$ cat src/rtl/alu_arbiter_pkg.sv
// Shared constants for the ALU arbiter: XLEN, ALU op codes and requester port indices.
package alu_arbiter_pkg;

  localparam int XLEN = 32;

  typedef enum logic [3:0] {
    ALU_ADD = 4'd0,
    ALU_SUB = 4'd1,
    ALU_AND = 4'd2,
    ALU_OR  = 4'd3,
    ALU_XOR = 4'd4,
    ALU_LSL = 4'd5,
    ALU_LSR = 4'd6,
    ALU_ASR = 4'd7,
    ALU_LT  = 4'd8,
    ALU_LTU = 4'd9
  } alu_op_e;

  localparam int ARB_P_EXEC = 0;
  localparam int ARB_P_BRU  = 1;

endpackage

$ cat src/rtl/alu.sv
// Combinational RV32I ALU shared by the execute datapath and the branch/address unit.
import alu_arbiter_pkg::*;

module alu (
  input  logic [3:0]      op,
  input  logic [XLEN-1:0] in_0,
  input  logic [XLEN-1:0] in_1,
  output logic [XLEN-1:0] out
);

  // Shifts use the full in_1 value, so amounts of XLEN or more flush (or sign-fill for ASR).
  always_comb begin
    out = '0;
    case (op)
      ALU_ADD: out = in_0 + in_1;
      ALU_SUB: out = in_0 - in_1;
      ALU_AND: out = in_0 & in_1;
      ALU_OR:  out = in_0 | in_1;
      ALU_XOR: out = in_0 ^ in_1;
      ALU_LSL: out = in_0 << in_1;
      ALU_LSR: out = in_0 >> in_1;
      ALU_ASR: out = $unsigned($signed(in_0) >>> in_1);
      ALU_LT:  out = {{(XLEN-1){1'b0}}, $signed(in_0) < $signed(in_1)};
      ALU_LTU: out = {{(XLEN-1){1'b0}}, in_0 < in_1};
      default: out = '0;
    endcase
  end

endmodule

$ cat src/rtl/alu_rr_pick.sv
// Two-input round-robin picker: a lone eligible port wins, a conflict goes to the port not granted last.
import alu_arbiter_pkg::*;

module alu_rr_pick (
  input  logic [1:0] eligible,
  input  logic       last_grant,
  output logic [1:0] grant
);

  always_comb begin
    grant = '0;
    if (eligible[ARB_P_EXEC] && eligible[ARB_P_BRU]) begin
      if (last_grant) grant[ARB_P_EXEC] = 1'b1;
      else            grant[ARB_P_BRU]  = 1'b1;
    end else begin
      grant = eligible;
    end
  end

endmodule

$ cat src/rtl/alu_arbiter.sv
// Round-robin sharing of one ALU between two valid/ready requesters with one-entry response buffers.
// Optional per-port saturating stall counters are built when ALU_ARB_STALL_CNT_EN is defined.
import alu_arbiter_pkg::*;

module alu_arbiter #(
  parameter int NPORTS = 2
`ifdef ALU_ARB_STALL_CNT_EN
  , parameter int CNT_W = 16
`endif
) (
  input  logic                         clk,
  input  logic                         rst_n,
  input  logic [NPORTS-1:0]            req_valid,
  output logic [NPORTS-1:0]            req_ready,
  input  logic [NPORTS-1:0][3:0]       req_op,
  input  logic [NPORTS-1:0][XLEN-1:0]  req_a,
  input  logic [NPORTS-1:0][XLEN-1:0]  req_b,
  output logic [NPORTS-1:0]            rsp_valid,
  input  logic [NPORTS-1:0]            rsp_ready,
  output logic [NPORTS-1:0][XLEN-1:0]  rsp_data
`ifdef ALU_ARB_STALL_CNT_EN
  , output logic [NPORTS-1:0][CNT_W-1:0] stall_cnt
`endif
);

  logic [NPORTS-1:0] eligible;
  logic [NPORTS-1:0] grant;
  logic              last_grant;
  logic              sel;
  logic [XLEN-1:0]   alu_out;

  // A slot that is draining this cycle may be refilled, hence the rsp_ready term.
  always_comb begin
    eligible = '0;
    for (int p = 0; p < NPORTS; p++) begin
      eligible[p] = rst_n && req_valid[p] && (!rsp_valid[p] || rsp_ready[p]);
    end
  end

  alu_rr_pick u_pick (
    .eligible   (eligible),
    .last_grant (last_grant),
    .grant      (grant)
  );

  assign req_ready = grant;
  assign sel       = grant[ARB_P_BRU];

  alu u_alu (
    .op   (req_op[sel]),
    .in_0 (req_a[sel]),
    .in_1 (req_b[sel]),
    .out  (alu_out)
  );

  always_ff @(posedge clk or negedge rst_n) begin
    if (!rst_n) begin
      rsp_valid  <= '0;
      rsp_data   <= '0;
      last_grant <= 1'b1;
    end else begin
      for (int p = 0; p < NPORTS; p++) begin
        if (grant[p]) begin
          rsp_data[p]  <= alu_out;
          rsp_valid[p] <= 1'b1;
        end else if (rsp_ready[p]) begin
          rsp_valid[p] <= 1'b0;
        end
      end
      if (|grant) last_grant <= sel;
    end
  end

`ifdef ALU_ARB_STALL_CNT_EN
  always_ff @(posedge clk or negedge rst_n) begin
    if (!rst_n) begin
      stall_cnt <= '0;
    end else begin
      for (int p = 0; p < NPORTS; p++) begin
        if (req_valid[p] && !req_ready[p] && (stall_cnt[p] != {CNT_W{1'b1}})) begin
          stall_cnt[p] <= stall_cnt[p] + CNT_W'(1);
        end
      end
    end
  end
`endif

endmodule

$ cat config.mk
export PLATFORM = sky130hd
export DESIGN_NAME = alu_arbiter
export DESIGN_NICKNAME = d
export VERILOG_FILES = /design/src/rtl/alu_arbiter_pkg.sv /design/src/rtl/alu.sv /design/src/rtl/alu_rr_pick.sv /design/src/rtl/alu_arbiter.sv
export SDC_FILE = /design/constraint.sdc
export NUM_CORES = 1
export LEC_CHECK = 0
export ABC_CLOCK_PERIOD_IN_PS = 6400
export BUFFER_PORTS_ARGS = -buffer_cell sky130_fd_sc_hd__clkbuf_2
export CELL_PAD_IN_SITES_DETAIL_PLACEMENT = 0
export CELL_PAD_IN_SITES_GLOBAL_PLACEMENT = 1
export CORE_MARGIN = 2
export CORE_UTILIZATION = 30
export DETAILED_ROUTE_END_ITERATION = 6
export PLACE_DENSITY_LB_ADDON = 0.25
export SLEW_MARGIN = 40
export SYNTH_ARGS = -nofsm -noshare
export SYNTH_HDL_FRONTEND = slang
export SYNTH_HIERARCHICAL = 1
export SYNTH_SLANG_ARGS = --single-unit
$ cat constraint.sdc
create_clock -name clk -period 6.4 [get_ports clk]
set_input_delay 0.64 -clock clk [delete_from_list [all_inputs] [get_ports clk]]
set_output_delay 0.64 -clock clk [all_outputs]
set_load 0.02 [all_outputs]
==> summary.md <==
| Metric | Value |
|---|---|
| Final worst-path cycle share | `0.9371` |
| Final WS setup | `0.4024 ns` |
| Nets | `2,109` |
| HPWL reported at the end of detailed placement | `54,660 microns` |
| Iter 0 DRT Violations | `1,662` |
| I/O pins | `210` |
| Final Hold Viols | `0` |
| Setup CP Type | `primary input to register` |
| DRC | `0` |
| Status | `finished, final reports clean` |
| Post-CTS Resized | `0` |
| I/O Buffers | `209` |
| Max-cap violations | `0` |
| Worst path arrival time | `6.22 ns` |
| Clk pwr share | `0.172` |
| H-tree Lvls | `3` |
| Synthesized area | `0.01294 sq mm` |
| Clock Skew | `0.007132 ns` |
| CTS Hold Buffers Added | `0` |
| R2R Setup Slk | `0.42 ns` |
| Psw | `0.001629 W` |
| Layout Cells excl Fill | `2,419` |
| Synth Register Bits | `67` |
| Vias | `14,843` |
| Total Wirelength | `68,960 microns` |
| Synth top area cells | `dfrtp_1, ha_1, mux2_1, mux2_2, nor2_1` |
| Reg power frac | `0.202` |
| Synth Instances | `1,709` |
| Worst min path class | `primary input to async pin` |
| Setup tns final | `0 ns` |
| Reg-to-Reg Start | `rsp_valid[1]` |
| Core area | `0.04279 sq mm` |
| Post-synth EDFFs | `0` |
| Inst Count DP | `2,402` |
| Share of layout cells above drive strength 1 | `0.2312` |
| Internal power | `0.001688 W` |
| FFs w/ async S/R, synth | `1.000` |
| Setup violations, final | `0` |
| Vias in the first global route | `13,958` |
| Root buf cell | `clkbuf_16` |
| Reg2reg path depth | `14` |
| CTS tree | `done` |
| Max FO, Critical Path | `28` |
| Cell Rows | `76` |
| PwrDens | `220.8 mW/mm^2` |
| Post-DR wirelength/cell | `28.51 microns` |
| Die Width | `211.7 microns` |
| Initial Util | `0.3025` |
| Maximum clock frequency | `0.1667 GHz` |
| Initial antenna violation count | `3` |
| Number of buffers created by CTS | `9` |
| Clock tree buffer depth | `2` |
| Top-area cell type share of the netlist area | `0.1276` |
| Clk_lat worst skew | `0.33 ns` |
| Total gr overflow | `0` |
| Syn. warnings | `6` |
| Largest net degree at the start of global routing | `88` |
| Filler instances | `4,630` |
| Most common cell after layout, fill and taps aside | `clkbuf_2` |
| Worst Max-Slew Pin Slew | `0.9051 ns` |
| All-Layer GR Usage | `0.3012` |
| Peak VDD IR | `0.2575 mV` |
| Synthesis-to-layout area growth | `16.06%` |
| Via density | `6.136` |
| GPL Wtd Cong | `0.9958` |
| Sw frac | `0.4910` |
| Syn nets | `1,950` |
| Crit path launch type | `primary input` |
| Top_reg_cell synth | `dfrtp_1` |
| Relative slew slack | `0.3871` |
| Clock-pin slew on the worst setup and hold paths | `0.06 ns` |
| Unrepaired setup endpoints after global routing | `no` |
| Seq/Total Area, Yosys | `0.1296` |
| CP endpoint kind | `register` |
| Post-CTS setup buffers | `0` |
| Crit path required time | `6.62 ns` |
| Post-route ant nets | `0` |
| Most frequent cells in the layout | `clkbuf_2, nor2_1, nand2_1, a21oi_1, ha_1` |
| Post-layout minimum cycle time | `5.998 ns` |
| Combinational fraction of design power | `0.626` |
| Post-synth cell types | `88` |
| Reg2reg end | `rsp_data[46]` |
| Post-place setup slack | `0.007614 ns` |
| Final hold slack | `0.3013 ns` |
| Clk sinks | `67` |
| Leakage | `6.649 nW` |
| Antenna cell count | `0` |
| First-pass GRT wire length | `99,110 microns` |
| Slew Limit Fails | `0` |
| Area of the multi-input gates | `0.01032 sq mm` |
| Initial DRT Pass Iterations | `6` |
| Synthesized area per cell | `7.573 sq um` |
| Sequential cell area | `0.001678 sq mm` |
| Die area | `0.04482 sq mm` |
| Largest area contributor in the netlist | `dfrtp_1` |
| Die H | `211.7 microns` |
metal layers:
metal  up-vias  part of all wire  global-route usage
met5         -                 0                   0
met4         0             0.037             0.09786
met3        99             0.061             0.02789
met2       717              0.43              0.4609
met1      7359              0.47              0.4421
li1       6668                 -                   -
how the worst max path moves through the flow:
| stage | start | to | slack, ns | cells past startpoint |
|---|---|---|---|---|
| 6_report | rsp_ready[1] | rsp_data[46] | 0.40 | 15 |
| 3_3_place_gp | rsp_ready[1] | rsp_data[14] | 0.02 | 15 |
| 5_1_grt | rsp_ready[1] | rsp_data[46] | 0.28 | 15 |
| 4_1_cts | rsp_ready[1] | rsp_data[46] | 0.35 | 15 |
| 3_5_place_dp | rsp_ready[1] | rsp_data[46] | 0.008 | 15 |
| 2_1_floorplan | rsp_ready[0] | rsp_data[49] | 0.19 | 22 |
cells in the mapped netlist (28+ instances only):
library cell	n
inv_1	92
mux2i_1	65
ha_1	97
a21oi_1	136
clkbuf_1	73
nor3_1	46
dfrtp_1	66
a221oi_1	40
o21ai_0	96
a211oi_1	38
nor2_1	192
mux2_2	70
mux2_1	78
nand2_1	148
nand3_1	38
buf_2	28
power by group through the flow:
stage | combinational, W | clock [W] | sequential (W)
2_1_floorplan | 0.00110 | 0 | 0.000840
3_3_place_gp | 0.00203 | 0 | 0.000675
3_5_place_dp | 0.00203 | 0 | 0.000677
4_1_cts | 0.00204 | 0.000577 | 0.000673
5_1_grt | 0.00220 | 0.000598 | 0.000688
6_report | 0.00208 | 0.000569 | 0.000671
cell type report:
type / instances / share of cell area
repair buffers: 284 / 0.1089
clock buffers: 11 / 0.01616
flip-flops and latches: 67 / 0.1117
well taps: 546 / 0.04548
inverters: 97 / 0.02424
multi-input cells: 1409 / 0.6869
clock inverters: 5 / 0.006664
per-stage QoR:
step | cell area (sq um) | power (W) | util
finish | 15020 | 0.003317 | 0.3510
global route | 15020 | 0.003488 | 0.3510
CTS | 15010 | 0.003294 | 0.3508
detailed placement | 14670 | 0.002709 | 0.3428
global placement | 14650 | 0.002710 | 0.3424
floorplan | 12940 | 0.001945 | -
registers in the layout, summed over array words and instances (netlist names):
register	count
rsp_valid	2
last_grant	1
rsp_data	64
cells by family after synthesis:
logic type,Yosys count,synth area share
adder cells (fa/ha/maj),99,0.09687
flip-flops,67,0.1296
multiplexers,238,0.2219
AND/OR/NAND/NOR,527,0.1836
AO/OA/AOI/OAI,539,0.2855
buffers and inverters,233,0.07850
XOR/XNOR,6,0.004060
critical path, cell delays in order:
cell	delay, ns
clkbuf_2	0.07
nand2b_1	0.15
and3_1	0.24
a21boi_4	0.29
buf_4	0.37
mux2_1	0.48
nor4_1	0.48
nand4_1	0.50
or2_2	0.75
nor4_1	0.39
mux2i_1	0.30
a221oi_1	0.13
nor3_1	0.55
o21ai_0	0.45
mux2_2	0.39
No activity file was read; power rests on OpenSTA's default activity.
